`src/rtl/dspi_instruction_arbiter.sv`:
```
// dspi_instruction_arbiter
//
// Round-robin merge of backward-path instructions from NUM_REQ local requesters
// onto the single registered backward instruction bus of a DSPI module chain.
// A granted RESET instruction opens a quiet window of GAP_CYCLES cycles. During
// that window nothing is accepted and IDLE is driven, so upstream modules can
// flush before new requests arrive.
//
// Optional feature (compile-time macro RESET_PRIORITY_EN):
//   defined   - in ARB, any valid requester presenting RESET wins over round-robin;
//               the lowest such index wins.
//   undefined - RESET competes in plain round-robin like any other type.
//
// Ports:
//   clk                       sole clock
//   rst                       synchronous active-high reset
//   req_Valid[NUM_REQ]        per-requester instruction valid
//   req_Ready[NUM_REQ]        per-requester accept (combinational); transfer on Valid&Ready
//   req_Instruction*          flattened per-requester payload, requester i at slice i
//   out_Instruction*          registered instruction driven to the chain
//   out_GrantIndex            requester whose instruction is on out_*
//   arb_Gap                   high while the post-RESET quiet window is active

module dspi_instruction_arbiter #(
  parameter int unsigned NUM_REQ                     = 4,
  parameter int unsigned STREAM_ID_WIDTH             = 4,
  parameter int unsigned CHANNEL_ID_WIDTH            = 10,
  parameter int unsigned INSTRUCTION_WIDTH           = 2,
  parameter int unsigned INSTRUCTION_PARAMETER_WIDTH = 16,
  parameter logic [INSTRUCTION_WIDTH-1:0] INSTRUCTION_CMD_IDLE    = INSTRUCTION_WIDTH'(0),
  parameter logic [INSTRUCTION_WIDTH-1:0] INSTRUCTION_CMD_REQUEST = INSTRUCTION_WIDTH'(1),
  parameter logic [INSTRUCTION_WIDTH-1:0] INSTRUCTION_CMD_REWIND  = INSTRUCTION_WIDTH'(2),
  parameter logic [INSTRUCTION_WIDTH-1:0] INSTRUCTION_CMD_RESET   = INSTRUCTION_WIDTH'(3),
  parameter int unsigned GAP_CYCLES                  = 2
) (
  input  logic                                           clk,
  input  logic                                           rst,
  input  logic [NUM_REQ-1:0]                             req_Valid,
  output logic [NUM_REQ-1:0]                             req_Ready,
  input  logic [NUM_REQ*INSTRUCTION_WIDTH-1:0]           req_InstructionType,
  input  logic [NUM_REQ*STREAM_ID_WIDTH-1:0]             req_InstructionStreamID,
  input  logic [NUM_REQ*CHANNEL_ID_WIDTH-1:0]            req_InstructionChannelID,
  input  logic [NUM_REQ*INSTRUCTION_PARAMETER_WIDTH-1:0] req_InstructionParameter,
  output logic [INSTRUCTION_WIDTH-1:0]                   out_InstructionType,
  output logic [STREAM_ID_WIDTH-1:0]                     out_InstructionStreamID,
  output logic [CHANNEL_ID_WIDTH-1:0]                    out_InstructionChannelID,
  output logic [INSTRUCTION_PARAMETER_WIDTH-1:0]         out_InstructionParameter,
  output logic [$clog2(NUM_REQ)-1:0]                     out_GrantIndex,
  output logic                                           arb_Gap
);

  localparam int unsigned IdxW    = $clog2(NUM_REQ);
  localparam logic [7:0]  GapInit = 8'(GAP_CYCLES);

  typedef enum logic [0:0] {StArb, StGap} state_e;

  // Unpacked views of the flattened request payloads.
  logic [INSTRUCTION_WIDTH-1:0]           type_a  [NUM_REQ];
  logic [STREAM_ID_WIDTH-1:0]             sid_a   [NUM_REQ];
  logic [CHANNEL_ID_WIDTH-1:0]            cid_a   [NUM_REQ];
  logic [INSTRUCTION_PARAMETER_WIDTH-1:0] param_a [NUM_REQ];

  for (genvar g = 0; g < NUM_REQ; g++) begin : g_unpack
    assign type_a[g]  = req_InstructionType[g*INSTRUCTION_WIDTH +: INSTRUCTION_WIDTH];
    assign sid_a[g]   = req_InstructionStreamID[g*STREAM_ID_WIDTH +: STREAM_ID_WIDTH];
    assign cid_a[g]   = req_InstructionChannelID[g*CHANNEL_ID_WIDTH +: CHANNEL_ID_WIDTH];
    assign param_a[g] =
        req_InstructionParameter[g*INSTRUCTION_PARAMETER_WIDTH +: INSTRUCTION_PARAMETER_WIDTH];
  end

  state_e                                 state_q;
  logic [IdxW-1:0]                        rr_ptr_q;
  logic [7:0]                             gap_cnt_q;
  logic [INSTRUCTION_WIDTH-1:0]           out_type_q;
  logic [STREAM_ID_WIDTH-1:0]             out_sid_q;
  logic [CHANNEL_ID_WIDTH-1:0]            out_cid_q;
  logic [INSTRUCTION_PARAMETER_WIDTH-1:0] out_param_q;
  logic [IdxW-1:0]                        out_grant_q;

  logic            grant_valid;
  logic [IdxW-1:0] winner;
  logic [IdxW-1:0] cand;
  logic [IdxW-1:0] rr_ptr_d;
`ifdef RESET_PRIORITY_EN
  logic            rst_hit;
`endif

  // Winner selection: first valid index at or after rr_ptr, wrapping.
  always_comb begin
    grant_valid = 1'b0;
    winner      = '0;
    cand        = '0;
    for (int unsigned k = 0; k < NUM_REQ; k++) begin
      cand = IdxW'((32'(rr_ptr_q) + k) % NUM_REQ);
      if (!grant_valid && req_Valid[cand]) begin
        grant_valid = 1'b1;
        winner      = cand;
      end
    end
`ifdef RESET_PRIORITY_EN
    // A pending RESET overrides the round-robin choice; lowest index wins.
    rst_hit = 1'b0;
    for (int unsigned i = 0; i < NUM_REQ; i++) begin
      cand = IdxW'(i);
      if (!rst_hit && req_Valid[cand] && (type_a[cand] == INSTRUCTION_CMD_RESET)) begin
        rst_hit = 1'b1;
        winner  = cand;
      end
    end
`endif
  end

  assign rr_ptr_d = IdxW'((32'(winner) + 32'd1) % NUM_REQ);

  // Nothing is accepted while rst is high, so no instruction can be lost in the reset cycle.
  always_comb begin
    req_Ready = '0;
    if (!rst && (state_q == StArb) && grant_valid) begin
      req_Ready[winner] = 1'b1;
    end
  end

  always_ff @(posedge clk) begin
    if (rst) begin
      state_q     <= StArb;
      rr_ptr_q    <= '0;
      gap_cnt_q   <= '0;
      out_type_q  <= INSTRUCTION_CMD_IDLE;
      out_sid_q   <= '0;
      out_cid_q   <= '0;
      out_param_q <= '0;
      out_grant_q <= '0;
    end else begin
      unique case (state_q)
        StArb: begin
          if (grant_valid) begin
            out_type_q  <= type_a[winner];
            out_sid_q   <= sid_a[winner];
            out_cid_q   <= cid_a[winner];
            out_param_q <= param_a[winner];
            out_grant_q <= winner;
            rr_ptr_q    <= rr_ptr_d;
            if ((type_a[winner] == INSTRUCTION_CMD_RESET) && (GapInit != 8'd0)) begin
              gap_cnt_q <= GapInit;
              state_q   <= StGap;
            end
          end else begin
            out_type_q <= INSTRUCTION_CMD_IDLE;
          end
        end
        StGap: begin
          out_type_q <= INSTRUCTION_CMD_IDLE;
          // Leave on the cycle the counter reaches 1 so the window is exactly GAP_CYCLES long.
          if (gap_cnt_q <= 8'd1) begin
            gap_cnt_q <= '0;
            state_q   <= StArb;
          end else begin
            gap_cnt_q <= gap_cnt_q - 8'd1;
          end
        end
        default: state_q <= StArb;
      endcase
    end
  end

  assign out_InstructionType      = out_type_q;
  assign out_InstructionStreamID  = out_sid_q;
  assign out_InstructionChannelID = out_cid_q;
  assign out_InstructionParameter = out_param_q;
  assign out_GrantIndex           = out_grant_q;
  assign arb_Gap                  = (state_q == StGap);

endmodule

```
`config.mk`:
```
export PLATFORM = sky130hd
export DESIGN_NAME = dspi_instruction_arbiter
export DESIGN_NICKNAME = d
export VERILOG_FILES = /design/src/rtl/dspi_instruction_arbiter.sv
export SDC_FILE = /design/constraint.sdc
export NUM_CORES = 1
export LEC_CHECK = 0
export ABC_AREA = 1
export BUFFER_PORTS_ARGS = -buffer_cell sky130_fd_sc_hd__buf_4
export CAP_MARGIN = 20
export CORE_MARGIN = 2
export CORE_UTILIZATION = 40
export CTS_CLUSTER_SIZE = 8
export DETAILED_ROUTE_END_ITERATION = 8
export GPL_ROUTABILITY_DRIVEN = 1
export PLACE_DENSITY = 0.83
export SLEW_MARGIN = 20
export SYNTH_ARGS = -nofsm -noshare
export SYNTH_HDL_FRONTEND = slang
export SYNTH_SLANG_ARGS = --single-unit
```
`constraint.sdc`:
```
create_clock -name clk -period 1.9 [get_ports clk]
set_clock_uncertainty 0.05 [all_clocks]
set_input_delay 0 -clock clk [delete_from_list [all_inputs] [get_ports clk]]
set_output_delay 0 -clock clk [all_outputs]
set_load 0.03 [all_outputs]
```
==> results of run 1 <==
[path summary, 6_finish.rpt]
check / slack (ns) / endpoint / depth (start not counted) / from
max: -0.47 / out_InstructionParameter[6] / 14 / rr_ptr_q[0]
min: 0.01 / out_InstructionParameter[8] / 3 / req_InstructionParameter[24]
max reg2reg: -0.47 / out_InstructionParameter[6] / 14 / rr_ptr_q[0]
min reg2reg: 0.46 / out_GrantIndex[0] / 2 / out_GrantIndex[0]
[cells by family after synthesis]
kind of cell / after synthesis
compound gates: 157
xor+xnor: 4
fa+ha+maj: 6
buf+inv: 82
flops: 45
simple gates: 185
[placed cells by master (no fill, tap or decap), types with 4 or more instances in the layout]
cell	n
inv_2	8
o211ai_1	6
nand2_1	46
nand3b_1	4
nor2_4	9
inv_1	43
nand2_2	17
o31ai_2	4
a21oi_1	31
o21ai_1	41
nand3_1	6
dlygate4sd3_1	59
clkbuf_8	5
buf_4	198
dfxtp_1	43
nor2_1	59
a31oi_1	25
buf_6	19
o21ai_2	26
nor2_2	13
nand3_4	9
buf_12	8
nand2_4	11
o21ai_0	17
[final cells by class]
cell class | instances | area [um2]
Inverter | 54 | 220
Antenna cell | 1 | 2.50
Clock inverter | 3 | 21.3
Tap cell | 99 | 124
Multi-Input combinational cell | 352 | 2270
Sequential cell | 45 | 908
Fill cell | 344 | 1090
Clock buffer | 5 | 68.8
Timing Repair Buffer | 292 | 2620
[repair_timing]
item / 4_1_cts / 5_1_grt
endpoints found under the hold margin: 34 / 2
setup endpoints to repair: 46 / 49
buffers inserted: 17 / 9
cloned: 5 / 5
pin swaps: 31 / 38
hold buffers: 57 / 2
gates resized for setup: 77 / 130
[synth_stat cells, types with 2 or more instances]
cell | n | share of area
inv_1 | 47 | 0.058
nand3b_1 | 4 | 0.0099
nor3_1 | 3 | 0.0049
o211ai_1 | 6 | 0.015
o21ai_0 | 71 | 0.12
buf_2 | 10 | 0.016
buf_6 | 3 | 0.011
xor2_1 | 3 | 0.0086
o21ai_1 | 13 | 0.021
o31ai_1 | 6 | 0.015
nand3_1 | 13 | 0.021
dfxtp_1 | 45 | 0.30
a21oi_1 | 34 | 0.056
nor2_1 | 80 | 0.099
nand4_1 | 2 | 0.0041
nand3_2 | 3 | 0.0099
buf_4 | 2 | 0.0049
nand2_1 | 65 | 0.080
a31oi_1 | 26 | 0.053
clkbuf_1 | 12 | 0.015
nand2_2 | 8 | 0.016
nand3_4 | 2 | 0.011
inv_2 | 7 | 0.0086
nand2_4 | 3 | 0.011
ha_1 | 6 | 0.025
[power breakdown]
group	internal [uW]	total, uW	switching [uW]
registers	1360	1660	292
clock network	262	630	369
logic	4990	11800	6790
total	6620	14100	7450
[flip-flops by register name, summed over array words and instances (netlist names)]
name / flops
gap_cnt_q: 8
rr_ptr_q: 2
out_InstructionStreamID: 4
out_InstructionChannelID: 10
out_InstructionParameter: 16
arb_Gap: 1
out_GrantIndex: 2
out_InstructionType: 2
[stage by stage]
stage / total power [uW] / hold slack (ns) / TNS, ns / utilization
2_1_floorplan: 6430 / 0.0150 / 0 / -
3_3_place_gp: 8420 / 0.140 / -2.95 / 0.628
3_5_place_dp: 8660 / 0.148 / -8.29 / 0.628
4_1_cts: 11400 / 0.00138 / -9.61 / 0.786
5_1_grt: 14700 / 0.0134 / -20.25 / 0.850
6_report: 14100 / 0.0110 / -17.15 / 0.851
[worst register-to-register path, stage by stage, from the launching register on]
cell and delay [ns]:
dfxtp_4 0.43, buf_6 0.15, nand2_4 0.06, nand3_4 0.10
nand2_4 0.07, nor2_4 0.19, buf_6 0.13, nand2_2 0.07
nand3_4 0.09, nand2_8 0.09, buf_6 0.16, clkbuf_16 0.17
nor2_1 0.16, o21ai_0 0.14, a31oi_1 0.23
[metal layers]
| layer | global-route usage | part of all wire | vias to the layer above |
|---|---|---|---|
| li1 | - | - | 2152 |
| met1 | 0.354 | 0.33 | 2282 |
| met2 | 0.635 | 0.49 | 454 |
| met3 | 0.0730 | 0.097 | 149 |
| met4 | 0.196 | 0.077 | 0 |
| met5 | 0 | 0 | - |
==> results.json, run 1 <==
{
  "drive_gt1_frac": 0.475,
  "grt_start_max_net_pins": 34,
  "rows": 31,
  "synthXorXnorAreaFrac": 0.0115,
  "place_congestion": 0.892,
  "maxCapViolCount": 0,
  "relSlewSlack": 0.692,
  "violations": "negative setup slack",
  "synth_compound_area_frac": 0.280,
  "syn_nets": 619,
  "power.density_mw_per_mm2": 2260,
  "worstMarginPinSlew_ns": 0.458,
  "grt_use_total": 0.343,
  "clkLatencyLatePin_ns": 0.31,
  "ys_warn_count": 0,
  "path_cells": "buf_6 > nand2_4 > nand3_4 > nand2_4 > nor2_4 > buf_6 > nand2_2 > nand3_4 > nand2_8 > buf_6 > clkbuf_16 > nor2_1 > o21ai_0 > a31oi_1",
  "fp.dieH_um": 91.3,
  "grt_pass1_vias": 4889,
  "synth-edff-count": 0,
  "hp-class": "primary input to register",
  "area_growth_pct": 105,
  "first_pass_iters": 6,
  "num_vias": 5037,
  "cts_buffers": 5,
  "io_pins": 173,
  "status": "complete, but fails checks",
  "path_max_fanout": 9,
  "ys_types": 30,
  "fp.dieArea_mm2": 0.00833,
  "cts_tree": "built",
  "yosys.area_share.simple": 0.274,
  "htree_levels": 2,
  "path_buf_inv": 4,
  "path_delay_family": "simple AND/OR/NAND/NOR gates",
  "clk_path_buf_depth": 2,
  "dp_hpwl_um": 8260,
  "io_buffers": 172,
  "ant_nets": 0,
  "die_w_um": 91.3,
  "max_stage_delay_ns": 0.43,
  "clkSinkCount": 45,
  "drv_slew": 0,
  "ys_async_sr_fraction": 0,
  "critPathCaptureType": "register",
  "p_leak_uw": 0.00297,
  "synth_seq_area_share": 0.296,
  "design_area_mm2": 0.00624,
  "clkTransAtPathRegs_ns": 0.09,
  "fin_crit_sh": 1.25,
  "synth_flop_cell": "dfxtp_1",
  "root_buffer": "clkbuf_8",
  "rsz0062_at_grt": "yes",
  "crit_type": "register to register",
  "critical_path_arrival_ns": 2.54,
  "yosys-mux-area-fraction": 0,
  "worst_slack_ns": -0.472,
  "dpl-instance-area_mm2": 0.00460,
  "cp_data_required_time_ns": 2.07,
  "drc": 0,
  "antenna_found_initial": 0,
  "start_kind": "register",
  "ys_seq_elements": 45,
  "avgSynthCellArea_um2": 6.36,
  "synth_area_mm2": 0.00305,
  "dp.cells": 750,
  "wire_per_inst_um": 20.4,
  "final_cell_count_no_fill": 851,
  "hold_viol": 0,
  "synthAdderAreaFrac": 0.0246,
  "core_area_mm2": 0.00733,
  "finalCriticalPeriod_ns": 2.37,
  "cp_common_cell": "buf_6",
  "cpMaxStageDelayCell": "dfxtp_4",
  "drtIter0Drc": 392,
  "synth_top_family_by_area": "compound AO/OA/AOI/OAI gates",
  "wl_um": 17400,
  "netlist_instances": 479,
  "grt.overflow.total": 0,
  "fin_nets": 890,
  "setup_viol": 49,
  "initial_utilization": 0.416,
  "ir_worst_vdd_uv": 1830,
  "grt_pass1_wl_um": 23000,
  "viasPerCell": 5.92,
  "place_ws_ns": -0.278,
  "max_freq_mhz": 422
}
(Power assumes the default switching activity.)
==> inputs of run 2 (changes only) <==
- PLACE_DENSITY: 0.83 -> 0.78
==> results.json, run 2 (synthesis gave the netlist of run 1 again) <==
{
  "grt_use_total": 0.342,
  "worst_slack_ns": -0.413,
  "clkSinkCount": 45,
  "largest_reg_flops": 16,
  "met2WireLength_um": 8920,
  "cts_tree": "built",
  "violations": "negative setup slack",
  "cp_data_required_time_ns": 2.10,
  "start_kind": "register",
  "max_freq_mhz": 432,
  "ant_nets": 0,
  "fin_nets": 895,
  "rows": 31,
  "rr_worst_depth": 15,
  "fin_crit_sh": 1.22,
  "fp.dieH_um": 91.3,
  "nFillCells": 292,
  "critPathCaptureType": "register",
  "grt_pass1_wl_um": 22900,
  "wl_um": 17700,
  "design_area_mm2": 0.00661,
  "power.density_mw_per_mm2": 2430,
  "hold_viol": 0,
  "drive_gt1_frac": 0.509,
  "clkLatencyLatePin_ns": 0.31,
  "setup_viol": 48,
  "crit_type": "register to register",
  "relSlewSlack": 0.727,
  "first_pass_iters": 5,
  "min_path_cells": 3,
  "power_uw": 16000,
  "cts_buffers": 5,
  "max_stage_delay_ns": 0.40,
  "core_area_mm2": 0.00733,
  "htree_levels": 2,
  "root_buffer": "clkbuf_8",
  "met3_length_um": 1570,
  "maxCapViolCount": 0,
  "path_cells": "inv_8 > nand2_1 > nand3_2 > nand2_4 > nor2_4 > buf_4 > nand2_2 > nand3_4 > nand2_8 > buf_6 > buf_8 > buf_16 > nor2_1 > o21ai_0 > a31oi_1",
  "final_common_cell": "buf_4",
  "m1WireLength_um": 5870,
  "drtIter0Drc": 329,
  "drc": 0,
  "finalCriticalPeriod_ns": 2.31,
  "wire_per_inst_um": 20.6,
  "initial_utilization": 0.416,
  "layout_common_cells": "buf_4, dlygate4sd3_1, nor2_1",
  "dpl-instance-area_mm2": 0.00462,
  "io_buffers": 172,
  "ir_worst_vdd_uv": 1480,
  "fp.dieArea_mm2": 0.00833,
  "grt_pass1_vias": 4880,
  "top_layer_used": "met4",
  "grt.overflow.total": 0,
  "clkTransAtPathRegs_ns": 0.10,
  "worstMarginPinSlew_ns": 0.408,
  "status": "complete, but fails checks",
  "diodes": 0,
  "num_vias": 5069,
  "dp_hpwl_um": 8020,
  "antenna_found_initial": 0,
  "grt_start_max_net_pins": 35,
  "rsz0062_at_grt": "yes",
  "io_pins": 173,
  "critical_path_arrival_ns": 2.51,
  "viasPerCell": 5.93,
  "p_leak_uw": 0.00308,
  "die_w_um": 91.3,
  "place_congestion": 0.863,
  "hp-class": "primary input to register",
  "path_max_fanout": 11,
  "drv_slew": 0,
  "final_util": 0.901,
  "cpMaxStageDelayCell": "dfxtp_4",
  "area_growth_pct": 117,
  "clk_path_buf_depth": 2
}
run 2: changes by cell type in the layout (fill, tap and decap cells not counted), moves of 5 or more:
cell / previous run / this run
buf_16: 1 / 7
buf_8: 2 / 8
inv_1: 43 / 38
nand2_2: 17 / 22
nor2_2: 13 / 20
o21ai_0: 17 / 11
o21ai_4: 1 / 6
o31ai_4: 0 / 6
run 2: final timing paths:
path | slack (ns) | startpoint | endpoint
hold / removal | 0.009 | req_InstructionParameter[45] | out_InstructionParameter[13]
setup reg to reg | -0.41 | rr_ptr_q[0] | out_InstructionChannelID[8]
setup / recovery | -0.41 | rr_ptr_q[0] | out_InstructionChannelID[8]
hold reg to reg | 0.46 | out_GrantIndex[0] | out_GrantIndex[0]
run 2: repair_timing:
item                       4_1_cts  5_1_grt
gates resized for setup        147      116
hold endpoints to repair        31        1
setup buffers                   22        7
gates cloned                     8        1
pin swaps                       43       48
setup endpoints to repair       46       49
hold buffers                    59        1
run 2: routing by layer:
| layer | track usage | vias up |
|---|---|---|
| met1 | 0.342 | 2336 |
| li1 | - | 2159 |
| met4 | 0.167 | 0 |
| met3 | 0.0788 | 129 |
| met5 | 0 | - |
| met2 | 0.656 | 445 |
run 2: worst max-delay path: cells and delay by family (launching register included):
family,cells,cell delay (ns)
flops,1,0.40
buf+inv,5,0.66
compound gates,2,0.32
simple gates,8,0.80
run 2: power by group:
part	internal (uW)	switching, uW
Combinational	6080	7380
Clock	523	373
Sequential	1360	304
Total	7970	8060
run 2: area by class of cell:
| cell class | instances | area, um2 | share of cell area |
|---|---|---|---|
| multi-input cells | 352 | 2410 | 0.365 |
| well taps | 99 | 124 | 0.0187 |
| inverters | 54 | 225 | 0.0341 |
| repair buffers | 297 | 2800 | 0.424 |
| flip-flops and latches | 45 | 908 | 0.137 |
| clock buffers | 5 | 68.8 | 0.0104 |
| clock inverters | 3 | 65.1 | 0.00985 |
run 2: through the flow:
step | setup TNS (ns) | worst slack, ns | cells | hold slack (ns)
after CTS | -8.77 | -0.284 | 846 | 0.000788
after global placement | -3.90 | -0.144 | 750 | 0.159
final | -15.28 | -0.413 | 855 | 0.00850
after detailed placement | -8.22 | -0.273 | 750 | 0.158
after global routing | -19.88 | -0.503 | 855 | 0.00582
after floorplan | 0 | 0.00283 | 479 | 0.0150
